`src/rtl/pc_fetch_unit.sv`:
```
// Program-counter stage of the RISC-V front end: registered fetch address,
// combinational PC+4 link value, and a one-cycle misaligned-redirect flag.
module pc_fetch_unit #(
    parameter logic [31:0] RESET_VECTOR = 32'h0000_0000
) (
    input  logic        clk,
    input  logic        reset,
    input  logic        stall,
    input  logic        redirect_valid,
    input  logic [31:0] redirect_target,
    output logic [31:0] pc_out,
    output logic [31:0] pc_plus_4_value,
    output logic        redirect_misaligned
);

    logic [31:0] pc_q;
    logic        misaligned_q;

    // Carry out of bit 31 is dropped, so 0xFFFF_FFFC wraps to 0.
    assign pc_plus_4_value = pc_q + 32'd4;

    // Priority: reset, then redirect (a flush must never be lost to a stall),
    // then stall, then sequential advance. Every path assigns both registers.
    always_ff @(posedge clk) begin
        // NOTE: non-blocking assignments keep every flop sampling pre-edge values.
        if (!reset) begin
            pc_q         <= RESET_VECTOR;
            misaligned_q <= 1'b0;
        end else if (redirect_valid) begin
            pc_q         <= {redirect_target[31:2], 2'b00};
            misaligned_q <= (redirect_target[1:0] != 2'b00);
        end else if (stall) begin
            pc_q         <= pc_q;
            misaligned_q <= 1'b0;
        end else begin
            pc_q         <= pc_plus_4_value;
            misaligned_q <= 1'b0;
        end
    end

    assign pc_out              = pc_q;
    assign redirect_misaligned = misaligned_q;

endmodule

```
`config.mk`:
```
export PLATFORM = sky130hd
export DESIGN_NAME = pc_fetch_unit
export DESIGN_NICKNAME = d
export VERILOG_FILES = /design/src/rtl/pc_fetch_unit.sv
export SDC_FILE = /design/constraint.sdc
export NUM_CORES = 1
export LEC_CHECK = 0
export BUFFER_PORTS_ARGS = -buffer_cell sky130_fd_sc_hd__buf_2
export CORE_MARGIN = 10
export CORE_UTILIZATION = 43
export DETAILED_ROUTE_END_ITERATION = 10
export PLACE_DENSITY = 0.76
export SYNTH_ARGS = -nofsm -noshare
export SYNTH_HDL_FRONTEND = slang
export SYNTH_SLANG_ARGS = --single-unit
```
`constraint.sdc`:
```
create_clock -name clk -period 2 [get_ports clk]
set_input_delay 0.1 -clock clk [delete_from_list [all_inputs] [get_ports clk]]
set_output_delay 0.1 -clock clk [all_outputs]
set_load 0.1 [all_outputs]
```
==> impl_metrics.json <==
{
  "cp_max_fo": 3,
  "ff2ff_path_depth": 7,
  "busiest_layer": "met2",
  "die_h_um": 93.7,
  "syn_to_final_growth_pct": 102,
  "final.setup_skew_ns": 0.0168,
  "path_class": "flip-flop to output port",
  "synth.largest_area_cell": "dfxtp_1",
  "yosys.cell_types.count": 46,
  "start_util": 0.452,
  "crit_chain": "nand4_1, or4_4, buf_6, nor3_4, xor2_4, buf_12",
  "cts_made_buffers": 5,
  "grt.met2_usage": 0.397,
  "grt_overflow": 0,
  "drtAntennaViolNets": 0,
  "fin_util": 0.913,
  "cpLargestDelayFamily": "simple AND/OR/NAND/NOR gates",
  "viasPerCell": 6.65,
  "grtUsageMet1": 0.271,
  "netlist.area_leader.share": 0.266,
  "syn_area_per_cell_um2": 7.37,
  "power.density_nw_per_um2": 568,
  "worstHoldStart": "redirect_target[0]",
  "die_x_um": 93.7,
  "arrival_ns": 2.32,
  "syn-instance-count": 317,
  "dp_cells": 482,
  "tns_ns": -7.22,
  "crit_end": "pc_plus_4_value[29]",
  "cts_htree_levels": 2,
  "io_pins": 101,
  "post-route-min-period_ns": 2.42,
  "finalMaxSlewViolations": 0,
  "cts.path.max_buffers": 2,
  "cts-root-buf": "clkbuf_8",
  "final_nets": 495,
  "clk_pin_slew_ns": 0.07,
  "setup_viol": 32,
  "rows": 26,
  "max_freq_mhz": 412,
  "cts_sinks": 31,
  "hpwl_um": 6880,
  "cp_num_buf_inv": 2,
  "critPathCaptureType": "output port",
  "yosys-top-cells-area": "dfxtp_1, xor2_1, xnor2_1, o21ai_0, nand2_1",
  "drt-pass1-iter-count": 6,
  "async_flop_share": 0,
  "drive_gt1_frac": 0.582,
  "critPathLaunchType": "flip-flop",
  "hp-class": "primary input to flip-flop",
  "fin_cells": 529,
  "coreArea_um2": 5170,
  "ir_drop_v": 0.000533,
  "port_buffers": 96,
  "fin_crit_sh": 1.21,
  "crit_cells": 6,
  "crit_path_top_delay_cell": "or4_4",
  "route.detailed.drc": 0,
  "drt_iter0_drc": 554,
  "r2r_start": "pc_out[13]",
  "final-hold-violation-count": 0,
  "yosysSeqAreaShare": 0.266,
  "reg2reg_slack_ns": -0.32,
  "crit_start": "pc_out[13]",
  "cts_tree": "done",
  "critPathMaxStageDelay_ns": 0.60,
  "cap_viol_max_count": 0,
  "num_vias": 3516,
  "grt_usage": 0.232,
  "syn-cell-area_um2": 2340,
  "die_area_um2": 8780,
  "rsz0062_at_grt": "true",
  "grtUsageMet3": 0.0584,
  "holdWs_ns": 0.0319,
  "worst_slew_pin_slew_ns": 0.591,
  "num_antenna_cells": 0,
  "yosys_register_bits": 31,
  "place.gp.congestion": 0.848,
  "wire_per_inst_um": 24.6,
  "antenna_found_initial": 0,
  "synth_edf_count": 0,
  "synth_ff_type": "dfxtp_1",
  "drt-total-wl_um": 13000,
  "filler_cell_count": 176,
  "yosys_warnings": 0,
  "worstSkewPairLatency_ns": 0.30,
  "cp.required_ns": 1.90,
  "violations": "negative setup slack",
  "power.leakage_nw": 2.06,
  "setup_slack_ns": -0.424,
  "r2r-end": "pc_out[31]",
  "maxSlewHeadroom": 0.603,
  "first_global_vias": 3126,
  "grt_pass1_wl_um": 16500,
  "status": "finished with violations",
  "grt_max_degree": 31
}
-- per-stage QoR --
stage                     setup WS [ns]  cell area, µm²  power (mW)
after floorplan                  -0.554            3190        1.68
final                            -0.424            4720        2.68
after global placement           0.0790            4100        1.97
after CTS                        -0.197            4490        2.58
after global routing             -0.504            4720        2.74
after detailed placement        0.00697            4100        1.98
-- cells in the mapped netlist, types with 2 or more instances --
library cell   n
nor4_1         5
nor3_1        10
nor2b_1        2
a41oi_1        2
buf_4          4
or2_2          2
nand4_1        9
and4_1         5
o31ai_1        7
and3_1         5
or3_1          7
a21oi_1        8
xor2_1        20
o311a_1        3
and2_1         3
nand3_1       13
a211oi_1       3
a221o_1        4
buf_2          8
inv_1          5
a32oi_1        2
nor2_1        22
buf_1          2
dfxtp_1       31
a31oi_1        7
or4_1         10
nand2_1       34
xnor2_1       16
o211a_1        4
o21ai_0       27
clkbuf_1      22
-- final cells by class --
class                      count  area, µm²  share of cell area
inverter                       6       22.5             0.00477
sequential                    31        717               0.152
timing repair buffer         167       1530               0.323
tap                           70       87.6              0.0185
multi-input combinational    247       2270               0.480
clock buffer                   8        100              0.0212
-- worst reg2reg max path, cell delays in order (launching register included) --
cell	delay, ns
dfxtp_4	0.37
nand4_1	0.25
or4_4	0.60
buf_6	0.16
buf_4	0.13
buf_6	0.10
o311a_1	0.33
a221o_1	0.27
-- per-layer routing --
metal | vias up | routed length [µm]
met4 | 0 | 771
met3 | 94 | 1390
met5 | - | 0
met2 | 322 | 6400
li1 | 1437 | -
met1 | 1663 | 4460
-- registers in the layout, summed over array words and instances (netlist names) --
| register | count |
|---|---|
| pc_out | 30 |
| redirect_misaligned | 1 |
-- where the power goes --
part	internal [mW]	switching [mW]	total (mW)
clock network	0.315	0.264	0.579
registers	0.657	0.0829	0.740
logic	0.392	0.974	1.37
total	1.36	1.32	2.68
-- layout by cell type (no fill, tap or decap), types with 8 or more instances in the layout --
cell,n
nand2_1,29
nor2_1,12
nand4_1,9
buf_4,47
xor2_4,17
a21oi_1,8
buf_2,71
o21ai_0,27
nor2_4,10
nand3_1,9
xnor2_4,8
or4_1,8
buf_12,28
dfxtp_4,24
buf_6,13
-- cells by family (layout without fill, tap and decap cells) --
| family | count (synthesis) | after routing | share of synthesized area |
|---|---|---|---|
| and+or+nand+nor | 132 | 132 | 0.298 |
| AOI/OAI and AO/OA | 73 | 73 | 0.212 |
| buffers and inverters | 42 | 181 | 0.0782 |
| xor gates and xnor gates | 36 | 36 | 0.135 |
| DFF | 31 | 31 | 0.266 |
| adders and majority gates | 1 | 1 | 0.00536 |
| other | 1 | 4 | 0.00161 |
| muxes | 1 | 1 | 0.00429 |
-- timing repair --
item / in CTS / in global routing
gates resized for setup: 24 / 23
pin swaps: 21 / 21
hold buffers: 0 / 0
endpoints found under the setup margin: 22 / 30
setup buffers: 22 / 18
-- worst min-delay path by stage --
stage	endpoint	slack [ns]	cells after the start
6_report	redirect_misaligned	0.03	2
5_1_grt	pc_out[5]	0.03	2
4_1_cts	redirect_misaligned	0.03	2
3_5_place_dp	pc_out[5]	0.33	2
3_3_place_gp	redirect_misaligned	0.32	2
2_1_floorplan	pc_out[3]	0.24	1
(Power assumes the default switching activity.)
